`config.mk`:
```
export PLATFORM = sky130hd
export DESIGN_NAME = neurotransmitter_pool
export DESIGN_NICKNAME = d
export VERILOG_FILES = /design/src/rtl/neurotransmitter_pool.sv
export SDC_FILE = /design/constraint.sdc
export NUM_CORES = 1
export LEC_CHECK = 0
export ABC_CLOCK_PERIOD_IN_PS = 3350
export CORE_MARGIN = 3
export CORE_UTILIZATION = 54
export DETAILED_ROUTE_END_ITERATION = 16
export GPL_TIMING_DRIVEN = 0
export PLACE_DENSITY = 0.83
export SYNTH_ARGS = -nofsm -noshare
export SYNTH_HDL_FRONTEND = slang
export SYNTH_SLANG_ARGS = --single-unit
export TNS_END_PERCENT = 30
```
`constraint.sdc`:
```
create_clock -name clk -period 3.35 [get_ports clk]
set_input_delay 0.67 -clock clk [delete_from_list [all_inputs] [get_ports clk]]
set_output_delay 0.67 -clock clk [all_outputs]
set_load 0.02 [all_outputs]
```
`src/rtl/neurotransmitter_pool.sv`:
```
// rtl/neurotransmitter_pool.sv - saturating transmitter level with step, hold and strobe logic
// Optional homeostatic decay toward BASELINE is built when NT_HOMEOSTASIS_EN is defined.
module neurotransmitter_pool #(
  parameter int N            = 7,
  parameter int DEFAULT_VAL  = 96,
  parameter int SET_VAL      = 64,
  parameter int BASELINE     = 64,
  parameter int SLOW_STEP    = 1,
  parameter int FAST_STEP    = 3,
  parameter int DECAY_PERIOD = 16,
  parameter int LEVEL_BITS   = 2
) (
  input  logic                  clk,
  input  logic                  rst_n,
  input  logic                  inc,
  input  logic                  dec,
  input  logic                  fast,
  input  logic                  setval,
  input  logic                  hold,
  output logic [N-1:0]          value,
  output logic [LEVEL_BITS-1:0] level,
  output logic                  at_max,
  output logic                  at_min,
  output logic                  changed
);

  localparam logic [N-1:0] MAXV    = '1;
  localparam logic [N-1:0] DEF_N   = N'(DEFAULT_VAL);
  localparam logic [N-1:0] SET_N   = N'(SET_VAL);

  logic [N-1:0] r_value;
  logic         r_changed;
  logic [N:0]   w_step;
  logic [N:0]   w_sum;
  logic [N:0]   w_diff;
  logic [N-1:0] w_next;
  logic         w_move;

  assign w_step = fast ? (N+1)'(FAST_STEP) : (N+1)'(SLOW_STEP);
  assign w_sum  = {1'b0, r_value} + w_step;
  assign w_diff = {1'b0, r_value} - w_step;
  assign w_move = !setval && !hold && (inc ^ dec);

`ifdef NT_HOMEOSTASIS_EN
  localparam int           CW     = $clog2(DECAY_PERIOD);
  localparam logic [N-1:0] BASE_N = N'(BASELINE);

  logic [CW-1:0] r_cnt;
  logic          w_idle;
  logic          w_tick;
  logic [N-1:0]  w_toward;

  assign w_idle = !setval && !hold && !(inc ^ dec);
  assign w_tick = w_idle && (r_cnt == CW'(DECAY_PERIOD - 1));

  always_comb begin
    w_toward = r_value;
    if (r_value > BASE_N)
      w_toward = r_value - N'(1);
    else if (r_value < BASE_N)
      w_toward = r_value + N'(1);
  end

  // Any setval or effective step restarts the idle count, even when saturated.
  always_ff @(posedge clk) begin
    if (!rst_n)
      r_cnt <= '0;
    else if (setval || w_move)
      r_cnt <= '0;
    else if (w_idle)
      r_cnt <= w_tick ? '0 : r_cnt + CW'(1);
  end
`endif

  always_comb begin
    w_next = r_value;
    if (setval)
      w_next = SET_N;
    else if (hold)
      w_next = r_value;
    else if (w_move) begin
      // Bit N of the widened result flags overflow (inc) or borrow (dec).
      if (inc)
        w_next = w_sum[N] ? MAXV : w_sum[N-1:0];
      else
        w_next = w_diff[N] ? '0 : w_diff[N-1:0];
    end
`ifdef NT_HOMEOSTASIS_EN
    else if (w_tick)
      w_next = w_toward;
`endif
  end

  always_ff @(posedge clk) begin
    if (!rst_n) begin
      r_value   <= DEF_N;
      r_changed <= 1'b0;
    end else begin
      r_value   <= w_next;
      r_changed <= (w_next != r_value);
    end
  end

  assign value   = r_value;
  assign changed = r_changed;
  assign level   = r_value[N-1 -: LEVEL_BITS];
  assign at_max  = (r_value == MAXV);
  assign at_min  = (r_value == '0);

endmodule

```
==> results of run 1 <==
## layer usage
metal | global-route usage | vias to the layer above | routed length (um)
met5 | 0 | - | 0
met3 | 0.0451 | 3 | 186
li1 | - | 508 | -
met2 | 0.396 | 51 | 1280
met1 | 0.344 | 496 | 1100
met4 | 0.0914 | 0 | 20
## cells by family after synthesis
kind of cell	count (synthesis)
DFF	8
xor gates and xnor gates	2
AOI/OAI and AO/OA	37
buffers and inverters	16
muxes	2
and+or+nand+nor	55
adders and majority gates	4
## report_power, final
group	switching [mW]	internal, mW	leakage, nW
Combinational	0.0592	0.0514	0.361
Sequential	0.00695	0.100	0.0654
Clock	0.0299	0.0408	0.0138
Total	0.0961	0.192	0.440
## cell usage after synthesis, drive strengths merged, types with 3 or more instances
| master | instances |
|---|---|
| nor3 | 7 |
| clkbuf | 4 |
| inv | 5 |
| and2 | 3 |
| a21oi | 6 |
| nand2 | 11 |
| a21boi | 4 |
| nor2 | 15 |
| o21ai | 4 |
| or3 | 3 |
| dfxtp | 8 |
| buf | 7 |
| a22oi | 3 |
## cell type report
cell class	instances	share of cell area
buffer	11	0.0609
clock buffer	3	0.0196
timing repair buffer	17	0.148
multi-input combinational	100	0.599
sequential	8	0.139
tap	16	0.0174
inverter	5	0.0163
## how the worst max path moves through the flow
stage,slack [ns],to,depth (start not counted)
4_1_cts,0.28,changed,10
6_report,0.27,changed,10
5_1_grt,0.11,changed,10
3_5_place_dp,0.04,changed,10
2_1_floorplan,0.91,changed,9
3_3_place_gp,0.14,changed,10
## worst max-delay path, delay by kind of cell
kind | cells | cell delay [ns]
buf+inv | 3 | 0.76
compound gates | 3 | 0.87
fa+ha+maj | 1 | 0.33
simple gates | 3 | 0.56
## state kept, by name (all words and copies together) (netlist names)
register  count
changed       1
value         7
==> results, run 1 <==
- The flow ran to the end, and the final reports show no timing, DRC or antenna violations.
- The repair_antennas step left the layout with diodes totalling 0.
- The multiplexer area fraction after synthesis is 0.0347.
- The number of placed instances, taps included, is 157.
- The post-placement worst setup slack is 0.0384 ns.
- During placement, the flow inserted port buffers numbering 17.
- The post-synth net total is 135.
- The setup path with the least slack is of type in -> reg.
- At the end of the flow the core is filled with cells to 0.730.
- The residual antenna-violating net count after detailed routing is 0.
- Detailed placement finished with a half-perimeter wire length of 2.04 mm.
- The longest clock path from root to sink contains 2 buffers.
- The violation count after the first detailed-routing iteration is 34.
- The post-layout worst setup margin is 0.272 ns.
- The initial antenna violation count is 0.
- Summed over all layers, the global routing overflow is 0.
- The number of buffers inserted to repair setup after CTS is 0.
- In the final layout, the multi-input gates occupy 689 um^2.
- The worst vdd rail ir drop is 0.000289 V.
- CTS built an H-tree with a depth of 1.
- For this run, the total global-route usage over all layers was measured as 0.252.
- For the pin with the worst max-slew slack, the measured transition is 0.442 ns.
- From left edge to right edge, the die measures 47.7 um.
- The placeable core region is 1580 um^2.
- The max-slew violation total from the final report came to 0.
- The worst clock skew is 0.00240 ns.
- The initial utilization of the core area, before any placement, comes to 0.595.
- The clock tree root buffer cell is sky130_fd_sc_hd__clkbuf_4.
- The worst hold path passes through 2 cells.
- In this run the cell area measured after placement is 1130 um^2.
- The most instantiated flip-flop cell in the synthesis netlist is sky130_fd_sc_hd__dfxtp_1.
- The static leakage power is 0.440 nW.
- The number of standard-cell rows in the floorplan is 14.
- The non-filler instance count after layout is 160.
- The biggest area contributor in the post-synthesis netlist is sky130_fd_sc_hd__dfxtp_1.
- Data on the critical path is required at its endpoint by 3.46 ns.
- STA classifies the critical path endpoint as a register.
- From synthesis to final layout, the design area changed by 22.7%.
- Counting every sink on the clock net gives 8.
- In this run, CTS created clock tree buffers numbering 3.
- The total power is 288 uW.
- The total of fill cells in the finished design is 134.
- Data on the critical path arrives at its endpoint at 3.19 ns.
- In the layout the commonest cells are sky130_fd_sc_hd__clkdlybuf4s50_1 (17), sky130_fd_sc_hd__nor2_1 (15), sky130_fd_sc_hd__nand2_1 (11).
- The count of endpoints failing hold in the final timing report is 0.
- The end point of the most critical hold path is value[4].
- Hold is met by 0.655 ns.
- The source of the critical timing path is fast.
- The final-stage net count is 157.
- The power per cell area is 251 nW/um^2.
- The maximum achievable frequency is 325 MHz.
- For this run, the slowest stage of the critical path takes 0.51 ns.
- Counting I/O delays and the setup requirement, the final critical path takes 3.08 ns.
- The source-to-sink clock delay at the later pin of the worst-skew pair is 0.25 ns.
- The signal on the critical path passes through clkdlybuf4s50_1, inv_1, ha_1, a211oi_1, nand3_1, and2_1, clkbuf_1, and3b_1, o41ai_2, a41oi_1.
- The compound-cell area share of the yosys netlist is 0.295.
- The distinct cell type count of the synthesized netlist is 52.
- In the final layout, the share of cells above drive strength 1 is 0.111.
- The share of synthesized cell area in full adder, half adder and majority cells is 0.0693.
- Adding up every negative setup slack in the final design gives 0 ns.
- The total number of vias is 1058.
- From bottom edge to top edge, the die measures 47.7 um.
- The maximum net fanout on the critical path is 7.
- The floorplan step defined a die boundary enclosing 2270 um^2.
- The path depth of the worst reg2reg path is 8.
- The via count of the first global-routing pass is 888.
- The slowest stage of the critical path is the sky130_fd_sc_hd__clkdlybuf4s50_1 cell.
- After clock tree synthesis, the clock-pin slew on the worst setup and hold paths is 0.05 ns.
- The share of synthesized area in the top cell type comes to 0.171.
- The fraction of synthesized cell area in xor and xnor cells is 0.0267.
- The library cell used most frequently in the layout, excluding fill and tap cells, is sky130_fd_sc_hd__clkdlybuf4s50_1.
- The largest net degree at the start of global routing is 12.
- The simple-gate area share of the yosys netlist is 0.309.
- The classification of the worst-slack hold path is reg -> reg.
- The total routed wirelength is 2.59 mm.
- The count of max-cap constraint violations is 0.
- The fraction of registers with async set or reset after synthesis is 0.
- STA classifies the critical path startpoint as a primary input.
- The number of top-level pins is 19.
- Buffers inserted to repair hold after CTS numbered 0.
- The area used by sequential logic in the layout is 160 um^2.
- The worst pin sits at a relative slew slack of 0.705.
- The worst hold path begins at value[4].
- After synthesis, the cell types taking the most area are sky130_fd_sc_hd__dfxtp_1 (17%), sky130_fd_sc_hd__nor2_1 (6.0%), sky130_fd_sc_hd__nand2_1 (4.4%), sky130_fd_sc_hd__fa_1 (4.3%), sky130_fd_sc_hd__a21oi_1 (3.2%).
- TritonCTS built the clock tree.
- After clock tree synthesis, the repair step resized 0 gates.
- The share of synthesized area occupied by flip-flops and latches is 0.171.
- Setup repair after global routing left no endpoint under its margin.
- The summed area of non-filler cells in the final layout is 1150 um^2.
- Across all register-to-register paths, the minimum setup slack is 0.70 ns.
- Of the available clock period, the critical path in the final layout requires 0.919.
- The dominant combinational cell family by area after synthesis is simple AND/OR/NAND/NOR gates.
- The synthesized design contains 0 enable-type register cells.
- The cell area after technology mapping is 938 um^2.
- The first global-routing pass estimated 4.07 mm of wire.
- The number of vias per cell is 6.61.
- Counting every instance in the synthesized netlist gives 124.
- The number of setup violations in the final report is 0.
- After detailed routing, the number of remaining DRC violations is 0.
- The placer's final routability congestion estimate is 0.899.
- The number of warnings printed during yosys synthesis is 0.
- A synthesized cell averages 7.57 um^2.
- The worst register-to-register path ends at changed.
- The pre-antenna-repair detailed-routing pass consisted of 4 iterations.
- Dividing the detail-routed wire length by the instance count gives 16.2 um.
- The flop and latch count out of synthesis is 8.
- The worst register-to-register path begins at value[1].
No activity file was read; power rests on OpenSTA's default activity.
==> run 2, diff against run 1 <==
- CORE_ASPECT_RATIO: default -> 1.1
==> run 2 against run 1 <==
Effect of this change:
- wire length shrank 2.3%
- clock-buffer cell count is the same
- power grew 0.32%
- critical endpoint unchanged
==> results, run 2 (synthesized netlist as in run 1, its figures left out) <==
- The run finished with clean final reports.
- The combined area of the multi-input logic cells came to 689 um^2 (unchanged).
- The tightest slew margin relative to the limit was 0.688 (-0.0167).
- The number of setup violations in the final report is 0 (unchanged).
- The post-layout worst setup margin is 0.360 ns (+0.0882 ns).
- The chip width is 45.7 um (-4.1%).
- The clock tree root buffer cell is sky130_fd_sc_hd__clkbuf_4.
- The worst clock skew is 0.00559 ns (+0.00319 ns).
- The total routed wirelength is 2.53 mm (-2.3%).
- The placeable core region is 1600 um^2 (+1.2%).
- The number of vias per cell is 6.54 (-1.1%).
- The violation count after the first detailed-routing iteration is 45 (+32%).
- The worst-case clock buffer depth came to 2 (unchanged).
- The placer's final routability congestion estimate is 0.903 (+0.42%).
- The actual slew at the worst max-slew pin is 0.468 ns (+0.0255 ns).
- The number of flip-flops under the largest register name is 7 (unchanged).
- The source of the critical timing path is fast.
- The height of the chip is 49.7 um (+4.3%).
- The power per cell area was 251 nW/um^2 (+0.21%).
- The number of buffers inserted to repair setup after CTS was 0 (unchanged).
- The total of fill cells in the finished design was 133 (-0.75%).
- The count of max-cap constraint violations is 0 (unchanged).
- The effective utilization at floorplan came to 0.588 (-0.00700).
- In this run the most critical hold path is launched from value[4].
- The setup path with the least slack is of type in -> reg.
- The final cycle utilization of the critical path is 0.892 (-0.0263).
- The clock tree from TritonCTS is yes.
- The first-pass GRT wire length is 4.42 mm (+8.5%).
- The antenna diode instance count is 0 (unchanged).
- Leaving out fill and tap cells, the most frequent cells in the layout are sky130_fd_sc_hd__clkdlybuf4s50_1 (17), sky130_fd_sc_hd__nor2_1 (15), sky130_fd_sc_hd__nand2_1 (11).
- The critical path's largest stage delay is 0.52 ns (about the same).
- The maximum achievable frequency is 334 MHz (+3.0%).
- The clock-pin slew on the worst setup and hold paths was 0.05 ns (about the same).
- The post-placement worst setup slack was 0.130 ns (+0.0915 ns).
- The die outline area is 2270 um^2 (about the same).
- The final HPWL from detailed placement is 1.95 mm (-4.3%).
- The post-cts hold buffer count is 0 (unchanged).
- The data arrival time of the critical path was 3.11 ns (-0.08 ns).
- Setup repair after global routing left no endpoint under its margin.
- The setup total negative slack is 0 ns (unchanged).
- For this design, the slowest cell found on the critical path is sky130_fd_sc_hd__clkdlybuf4s50_1.
- The total power is 289 uW (+0.32%).
- The static leakage power is 0.440 nW (unchanged).
- The number of H-tree branching levels is 1 (unchanged).
- The placed standard-cell area is 1130 um^2 (+0.11%).
- The clock period minus worst slack came to 2.99 ns (-0.0882 ns).
- The count of endpoints failing hold in the final timing report came to 0 (unchanged).
- The total global routing overflow is 0 (unchanged).
- The final-stage net count is 157 (unchanged).
- The end of the worst register-to-register path is changed.
- The worst register-to-register path begins at value[1].
- The total number of vias is 1053 (-0.47%).
- The worst vdd rail ir drop was 0.000197 V (-32%).
- Following the worst setup path forward leads to its endpoint at changed.
- The residual antenna-violating net count after detailed routing is 0 (unchanged).
- The required time at the worst-slack endpoint is 3.47 ns (about the same).
- The number of standard-cell rows in the floorplan is 15 (+1).
- The number of buffers added by the clock tree synthesis step is 3 (unchanged).
- The area used by sequential logic in the layout is 160 um^2 (unchanged).
- The maximum net fanout on the critical path came to 7 (unchanged).
- The total global-route track usage is 0.255 (+0.00291).
- The layout overhead on the synthesized area is 22.8%.
- The initial antenna violation count is 0 (unchanged).
- The post-cts resize count is 0 (unchanged).
- The classification of the worst-slack hold path is reg -> reg.
- The setup slack of the most critical reg-to-reg path was 0.77 ns (+0.07 ns).
- Walking the worst path, the cells encountered are clkdlybuf4s50_1, inv_1, ha_1, a211oi_1, nand3_1, and2_1, clkbuf_1, and3b_1, o41ai_2, a41oi_1.
- The library cell used most frequently in the layout, excluding fill and tap cells, is sky130_fd_sc_hd__clkdlybuf4s50_1.
- The number of sinks driven by the clock tree is 8 (unchanged).
- The via count of the first global-routing pass is 1084 (+22%).
- The number of top-level pins is 19 (unchanged).
- The largest net degree at the start of global routing is 12 (unchanged).
- The core occupancy in the finished layout came to 0.722 (-0.00781).
- The source-to-sink clock delay at the later pin of the worst-skew pair was 0.25 ns (about the same).
- The startpoint type of the worst setup path is a primary input.
- The summed area of non-filler cells in the final layout was 1150 um^2 (+0.11%).
- The total DRC errors in the routed layout came to 0 (unchanged).
- The path depth of the worst reg2reg path was 8 (unchanged).
- The max-slew violation total from the final report came to 0 (unchanged).
- The number of I/O port buffers was 17 (unchanged).
- The number of detailed-route iterations in the first pass is 4 (unchanged).
- The final routed wire length divided by cell count is 15.7 um (-2.9%).
- The worst setup path is captured at a register.
- The share of final-layout standard cells stronger than drive strength 1 is 0.111 (unchanged).
-- run 2: cell counts in the layout (fill, tap and decap cells not counted) --
Identical to the previous run, type by type.
-- run 2: layout make-up --
type | instances | area share
tap | 17 | 0.0185
clock buffer | 3 | 0.0195
buffer | 11 | 0.0608
multi-input combinational | 100 | 0.598
timing repair buffer | 17 | 0.148
sequential | 8 | 0.139
inverter | 5 | 0.0163
-- run 2: power breakdown --
| part | switching (mW) | total (mW) | internal, mW |
|---|---|---|---|
| sequential | 0.00765 | 0.108 | 0.100 |
| combinational | 0.0584 | 0.110 | 0.0514 |
| clock | 0.0310 | 0.0718 | 0.0409 |
| total | 0.0970 | 0.289 | 0.192 |
-- run 2: through the flow --
stage                     hold WS, ns  instances
final                           0.649        161
after global routing            0.684        161
after CTS                       0.649        161
after detailed placement        0.640        158
after global placement          0.607        158
after floorplan                 0.646        124
-- run 2: routing by layer --
metal | GRT usage | wire length (um) | share of wire
met2 | 0.388 | 1250 | 0.49
met1 | 0.318 | 1060 | 0.42
met4 | 0.175 | 52 | 0.021
met3 | 0.0365 | 176 | 0.070
met5 | 0 | 0 | 0
-- run 2: critical path, delay by kind of cell --
| family | cells | cell delay, ns |
|---|---|---|
| buffers and inverters | 3 | 0.76 |
| AND/OR/NAND/NOR | 3 | 0.57 |
| AO/OA/AOI/OAI | 3 | 0.79 |
| adder cells (fa/ha/maj) | 1 | 0.32 |
-- run 2: how the worst min path moves through the flow --
stage / to / slack, ns / cells after the start
CTS: value[4] / 0.65 / 2
global route: value[4] / 0.68 / 2
finish: value[4] / 0.65 / 2
detailed placement: value[4] / 0.64 / 2
global placement: value[4] / 0.61 / 2
floorplan: value[4] / 0.65 / 2
